**config.mk**
```make
export PLATFORM = sky130hd
export DESIGN_NAME = alu_arbiter
export DESIGN_NICKNAME = d
export VERILOG_FILES = /design/src/rtl/alu_arbiter.sv
export SDC_FILE = /design/constraint.sdc
export NUM_CORES = 1
export LEC_CHECK = 0
export CAP_MARGIN = 20
export CELL_PAD_IN_SITES_DETAIL_PLACEMENT = 0
export CELL_PAD_IN_SITES_GLOBAL_PLACEMENT = 1
export CORE_MARGIN = 2
export CORE_UTILIZATION = 30
export DETAILED_ROUTE_END_ITERATION = 12
export MAX_ROUTING_LAYER = met4
export PLACE_DENSITY_LB_ADDON = 0.1
export SYNTH_ARGS = -nofsm -noshare
export SYNTH_HDL_FRONTEND = slang
export SYNTH_SLANG_ARGS = --single-unit
export TNS_END_PERCENT = 50
```
**constraint.sdc**
```tcl
create_clock -name clk -period 4 [get_ports clk]
set_input_delay 0.4 -clock clk [delete_from_list [all_inputs] [get_ports clk]]
set_output_delay 0.4 -clock clk [all_outputs]
set_load 0.01 [all_outputs]
```
**src/rtl/alu_arbiter.sv**
```systemverilog
// Arbiter that shares one combinational 4-bit ALU between two requesters: round-robin grant, registered operands, captured response.
// Optional grant counters are compiled in with `define ALU_ARB_STATS_EN.
module alu_arbiter #(
  parameter int DATA_W = 4,
  parameter int CNT_W  = 8
) (
  input  logic              clk,
  input  logic              rst_n,
  input  logic              req0_valid,
  output logic              req0_ready,
  input  logic [DATA_W-1:0] req0_a,
  input  logic [DATA_W-1:0] req0_b,
  input  logic [2:0]        req0_op,
  input  logic              req1_valid,
  output logic              req1_ready,
  input  logic [DATA_W-1:0] req1_a,
  input  logic [DATA_W-1:0] req1_b,
  input  logic [2:0]        req1_op,
  output logic [DATA_W-1:0] alu_a,
  output logic [DATA_W-1:0] alu_b,
  output logic [2:0]        alu_mod,
  input  logic [DATA_W-1:0] alu_result,
  input  logic              alu_zero,
  input  logic              alu_c,
  input  logic              alu_ovf,
  output logic              rsp_valid,
  input  logic              rsp_ready,
  output logic              rsp_id,
  output logic [DATA_W-1:0] rsp_result,
  output logic [2:0]        rsp_flags,
  output logic              rsp_err,
  output logic              busy
`ifdef ALU_ARB_STATS_EN
  ,
  input  logic              stats_clr,
  output logic [CNT_W-1:0]  grant_cnt0,
  output logic [CNT_W-1:0]  grant_cnt1
`endif
);

  typedef enum logic [1:0] {IDLE, EXEC, RESP} state_t;

  state_t state, state_nxt;
  logic   rr_ptr;
  logic   grant0, grant1;

  // rr_ptr names the requester that wins when both are valid.
  always_comb begin
    grant0 = 1'b0;
    grant1 = 1'b0;
    state_nxt = state;
    case (state)
      IDLE: begin
        if (rst_n) begin
          grant0 = req0_valid && (!req1_valid || !rr_ptr);
          grant1 = req1_valid && (!req0_valid ||  rr_ptr);
        end
        if (grant0 || grant1) state_nxt = EXEC;
      end
      EXEC:    state_nxt = RESP;
      RESP:    if (rsp_ready) state_nxt = IDLE;
      default: state_nxt = IDLE;
    endcase
  end

  assign req0_ready = grant0;
  assign req1_ready = grant1;
  assign busy       = (state != IDLE);

  always_ff @(posedge clk) begin
    if (!rst_n) begin
      state      <= IDLE;
      rr_ptr     <= 1'b0;
      alu_a      <= '0;
      alu_b      <= '0;
      alu_mod    <= '0;
      rsp_valid  <= 1'b0;
      rsp_id     <= 1'b0;
      rsp_result <= '0;
      rsp_flags  <= '0;
      rsp_err    <= 1'b0;
    end else begin
      state <= state_nxt;
      case (state)
        IDLE: begin
          if (grant0 || grant1) begin
            alu_a   <= grant1 ? req1_a  : req0_a;
            alu_b   <= grant1 ? req1_b  : req0_b;
            alu_mod <= grant1 ? req1_op : req0_op;
            rsp_id  <= grant1;
            // Point away from the winner, even when it was the only requester.
            rr_ptr  <= grant0;
          end
        end
        EXEC: begin
          rsp_result <= alu_result;
          rsp_flags  <= {alu_zero, alu_c, alu_ovf};
          rsp_err    <= (alu_mod == 3'b111);
          rsp_valid  <= 1'b1;
        end
        RESP: begin
          if (rsp_ready) rsp_valid <= 1'b0;
        end
        default: ;
      endcase
    end
  end

`ifdef ALU_ARB_STATS_EN
  // Clear beats a same-cycle grant; counters stick at all-ones.
  always_ff @(posedge clk) begin
    if (!rst_n || stats_clr) begin
      grant_cnt0 <= '0;
      grant_cnt1 <= '0;
    end else begin
      if (grant0 && grant_cnt0 != '1) grant_cnt0 <= grant_cnt0 + 1'b1;
      if (grant1 && grant_cnt1 != '1) grant_cnt1 <= grant_cnt1 + 1'b1;
    end
  end
`endif

endmodule

```
==> run summary <==
The run finished with clean final reports. For the worst-skew pair, the clock arrives at the later sink with an insertion delay of 0.26 ns. The number of global-route vias before repair was 1,186.

The clock network burns 26.3% of the power. Share of synthesized registers carrying an async set or reset: 0%. The main flop type after synthesis was sky130_fd_sc_hd__dfxtp_1. The count of cells along the worst hold path was 2; the power dissipated by switching net loads was 164 µW. The tools report the combined global-route utilization of all metal layers as 15.9%. The clock transition time at the flip-flop clock pins of the worst setup and hold paths was 0.08 ns; the number of buffers added by the clock tree synthesis step was 3. The number of antenna diodes in the final layout is 0.

The signal on the critical path passes through clkdlybuf4s50_1 > buf_4 > nor3b_4 > and3_1 > clkdlybuf4s50_1. The clock arrives with 0.00105 ns of skew. Of the post-synthesis cell area, the dominant cell type holds 39.5%. The logs give 0 for the initial antenna violation count and 0 for the aggregate global routing overflow. Combinational cells account for 28.7% of the total power.

Relative area change from synthesis to final layout: 52.1%. The first global-routing pass estimated 5.49 mm of wire. Among cell families on the critical path, the largest total delay comes from buffers and inverters. The standard cell area after detailed placement is 0.00180 mm², and the number of buffers inserted to repair setup after CTS is 0.

Clock tree synthesis found a total of 24 sinks. The slowest stage of the critical path belongs to the cell sky130_fd_sc_hd__nor3b_4. Yosys printed 0 warnings. The initialized floorplan defines 23 standard-cell rows. Sorting the synthesized cells by area gives the leading types as sky130_fd_sc_hd__dfxtp_1, sky130_fd_sc_hd__o311a_1, sky130_fd_sc_hd__nand2_1. The destination of the worst register-to-register timing path is alu_b[0]. The overall power of the completed layout is 609 µW.

The worst reg2reg path depth is 3. Sequential fraction of design power: 45.0%. The run gives 0.784 as the global placer's final weighted congestion.

Summed over all layers, the routed wires come to 3.27 mm. The synthesized netlist occupies a cell area of 0.00122 mm². The run gives 42.2% as the max-slew headroom at the worst pin. The internal power of the cells totals 445 µW. The fraction of the yosys area taken by sequential cells is 39.5%.

The deepest level of the CTS H-tree was 1. For flop-to-flop paths, the worst setup slack is 2.17 ns. The layout cell share with drive strength beyond 1 works out to 5.05%. Dividing the detail-routed via count by the number of cells gives 4.87.

The run gives 0 as the hold violation total from the final report. The run gives 0.00394 mm² as the placeable core region. The worst-case vdd ir drop is 127 µV. The cell sitting at the root of the clock tree is a sky130_fd_sc_hd__clkbuf_8. In this run the critical register-to-register path is launched from state[0]. In this run the deepest clock path goes through 2 buffers. Counting stages on the worst path, the most repeated cell is sky130_fd_sc_hd__clkdlybuf4s50_1. The maximum number of pins on one net before global-route repair was 26; the final total negative setup slack was 0 ns. The floorplan die area is 0.00458 mm². The die boundary height was 67.7 µm; the number of port buffers was 57.

The routed design could run at a clock period as short as 2.96 ns. Counting distinct cell types in the post-synthesis netlist gives 28. The post-route DRC violation count is 0. Setup violations remaining at the end of the flow were counted as 0.

The worst setup path is launched from an input pin. Startpoint-to-endpoint class of the critical path: input pin to output port. The logs give 2.56 ns for the endpoint arrival time on the critical path and 23 for the number of DRC markers in iteration 0. Gates resized during post-CTS repair numbered 0. Setup slack closes at 1.04 ns.

The worst setup path is captured at an output port. The count of flip-flops with a built-in enable after synthesis was 0. Setup repair after global routing left no endpoint under its margin. The static leakage power is 0.000735 µW, and the highest fanout seen on the critical path is 25.

The cell area power density is 329 mW/mm². The routed layout has 1,208 vias. The tools report the max-slew violation total from the final report as 0.

Of all cell types, the one taking the most synthesized area is sky130_fd_sc_hd__dfxtp_1. For this run, the slowest stage of the critical path takes 0.60 ns. For this design the top-level I/O count stands at 58. At the placement stage, the worst setup path has a slack of 1.05 ns. Together, buffers and inverters on the worst path number 3.

Summed over all nets, the half-perimeter wirelength after detailed placement is 2.27 mm. Once the floorplan was initialized, standard cells occupied 30.9% of the core. The number of nets in the layout came out at 233. The worst hold path begins at rsp_result[1]. The mean cell area of the mapped netlist is 8.17 µm², and the post-route fraction of the period consumed by the critical path is 74.0%. The tools report the total of max-cap violations as 0.

Endpoint with the worst hold slack: rsp_result[1]. For the pin with the worst max-slew slack, the measured transition is 0.866 ns. The number of nets handed over by synthesis was 183.

Data required time at the worst endpoint: 3.60 ns. The run gives 0.338 GHz as the maximum achievable frequency. The floorplan step set the die width to 67.7 µm. Synthesis handed over a netlist of 149 instances.

The run gives 0 as the number of nets still failing antenna checks after routing. The mean routed wirelength per cell came out at 13.2 µm. The tightest min-delay check is of the flip-flop to flip-flop type. The run gives 4 as the number of detailed-route iterations in the first pass. Once layout is done, the placed cells without fillers occupy 0.00185 mm².

Counting flops and latches in the post-synthesis netlist gives 24. TritonCTS built the clock tree. In this run switching power makes up 27.0% of total power. The number of hold buffers added after CTS was 0.
==> cell families after synthesis <==
group	count (synthesis)	synth area share [%]
buf+inv	27	9.66
simple gates	52	21.2
flops	24	39.5
compound gates	46	29.7
==> worst max-delay path by stage <==
stage | start | end | slack (ns) | cells after the start
final | rst_n | req1_ready | 1.04 | 5
after global routing | rst_n | req0_ready | 0.91 | 6
after CTS | rst_n | req1_ready | 1.06 | 5
after detailed placement | rst_n | req1_ready | 1.05 | 5
after global placement | rst_n | req1_ready | 1.10 | 5
after floorplan | req1_valid | req1_ready | 2.52 | 3
==> power by group through the flow <==
| stage | registers [µW] | clock network [µW] | logic [µW] |
|---|---|---|---|
| after global placement | 279 | 0 | 174 |
| after CTS | 274 | 167 | 176 |
| after detailed placement | 279 | 0 | 175 |
| after floorplan | 286 | 0 | 83.6 |
| after global routing | 277 | 178 | 193 |
| final | 274 | 160 | 175 |
==> metal layers <==
| metal | part of all wire [%] | GRT usage (%) | up-vias |
|---|---|---|---|
| met1 | 46 | 19.8 | 540 |
| met3 | 6.2 | 2.17 | 4 |
| met2 | 46 | 26.3 | 39 |
| met5 | 0 | - | - |
| met4 | 1.8 | 5.36 | 0 |
| li1 | - | - | 625 |
==> cell type report <==
cell class / instances / area (µm²)
Timing Repair Buffer: 59 / 586
Clock buffer: 4 / 55.1
Tap cell: 50 / 62.6
Fill cell: 372 / 2090
Inverter: 13 / 48.8
Multi-Input combinational cell: 98 / 619
Sequential cell: 24 / 480
==> sequential cells by signal, indices dropped and copies added (netlist names) <==
name and flops:
rsp_result 4, rsp_valid 1, alu_a 4, rsp_flags 3, rsp_id 1, rr_ptr 1
alu_mod 3, alu_b 4, rsp_err 1, state 2
==> worst reg2reg max path, delay by kind of cell (launching register included) <==
kind	cells	cell delay, ns
and+or+nand+nor	1	0.58
AOI/OAI and AO/OA	2	0.76
DFF	1	0.39
==> cell usage after synthesis (all sizes together), types with 2 or more instances <==
cell and n:
nor2b 2, nor3 11, inv 13, nand2b 2
o21ai 2, dfxtp 24, a21boi 8, o21bai 11
a31oi 11, nor3b 2, buf 6, nand2 28
o311a 11, clkbuf 8
==> placed cells by master, fill, tap and decap left out <==
master	Yosys	layout
sky130_fd_sc_hd__clkdlybuf4s50_1	0	57
sky130_fd_sc_hd__nand2_1	28	28
sky130_fd_sc_hd__dfxtp_1	24	24
sky130_fd_sc_hd__inv_1	13	13
sky130_fd_sc_hd__a31oi_1	11	11
sky130_fd_sc_hd__nor3_1	11	11
sky130_fd_sc_hd__o21bai_1	11	11
sky130_fd_sc_hd__o311a_1	11	11
sky130_fd_sc_hd__a21boi_0	8	8
sky130_fd_sc_hd__clkbuf_8	0	4
sky130_fd_sc_hd__nand2b_1	2	2
sky130_fd_sc_hd__nor2b_1	2	2
sky130_fd_sc_hd__buf_4	1	2
sky130_fd_sc_hd__nor3b_4	1	1
sky130_fd_sc_hd__and3_1	1	1
sky130_fd_sc_hd__nand3_1	1	1
sky130_fd_sc_hd__or2_2	1	1
sky130_fd_sc_hd__nand4_1	1	1
sky130_fd_sc_hd__nor3b_1	1	1
sky130_fd_sc_hd__o21a_1	1	1
sky130_fd_sc_hd__o21ai_0	1	1
sky130_fd_sc_hd__o21ai_2	1	1
sky130_fd_sc_hd__or3b_4	1	1
sky130_fd_sc_hd__nor2_1	1	1
sky130_fd_sc_hd__nand3b_1	1	1
sky130_fd_sc_hd__o211a_1	1	1
sky130_fd_sc_hd__a31o_1	1	1
==> stage by stage <==
step	utilization, %	hold WS, ns	cells
2_1_floorplan	-	0.458	149
3_3_place_gp	45.6	0.448	244
3_5_place_dp	45.6	0.456	244
4_1_cts	47.0	0.468	248
5_1_grt	47.0	0.489	248
6_report	47.0	0.463	248
Note: power is estimated with default switching activity, not from simulation.
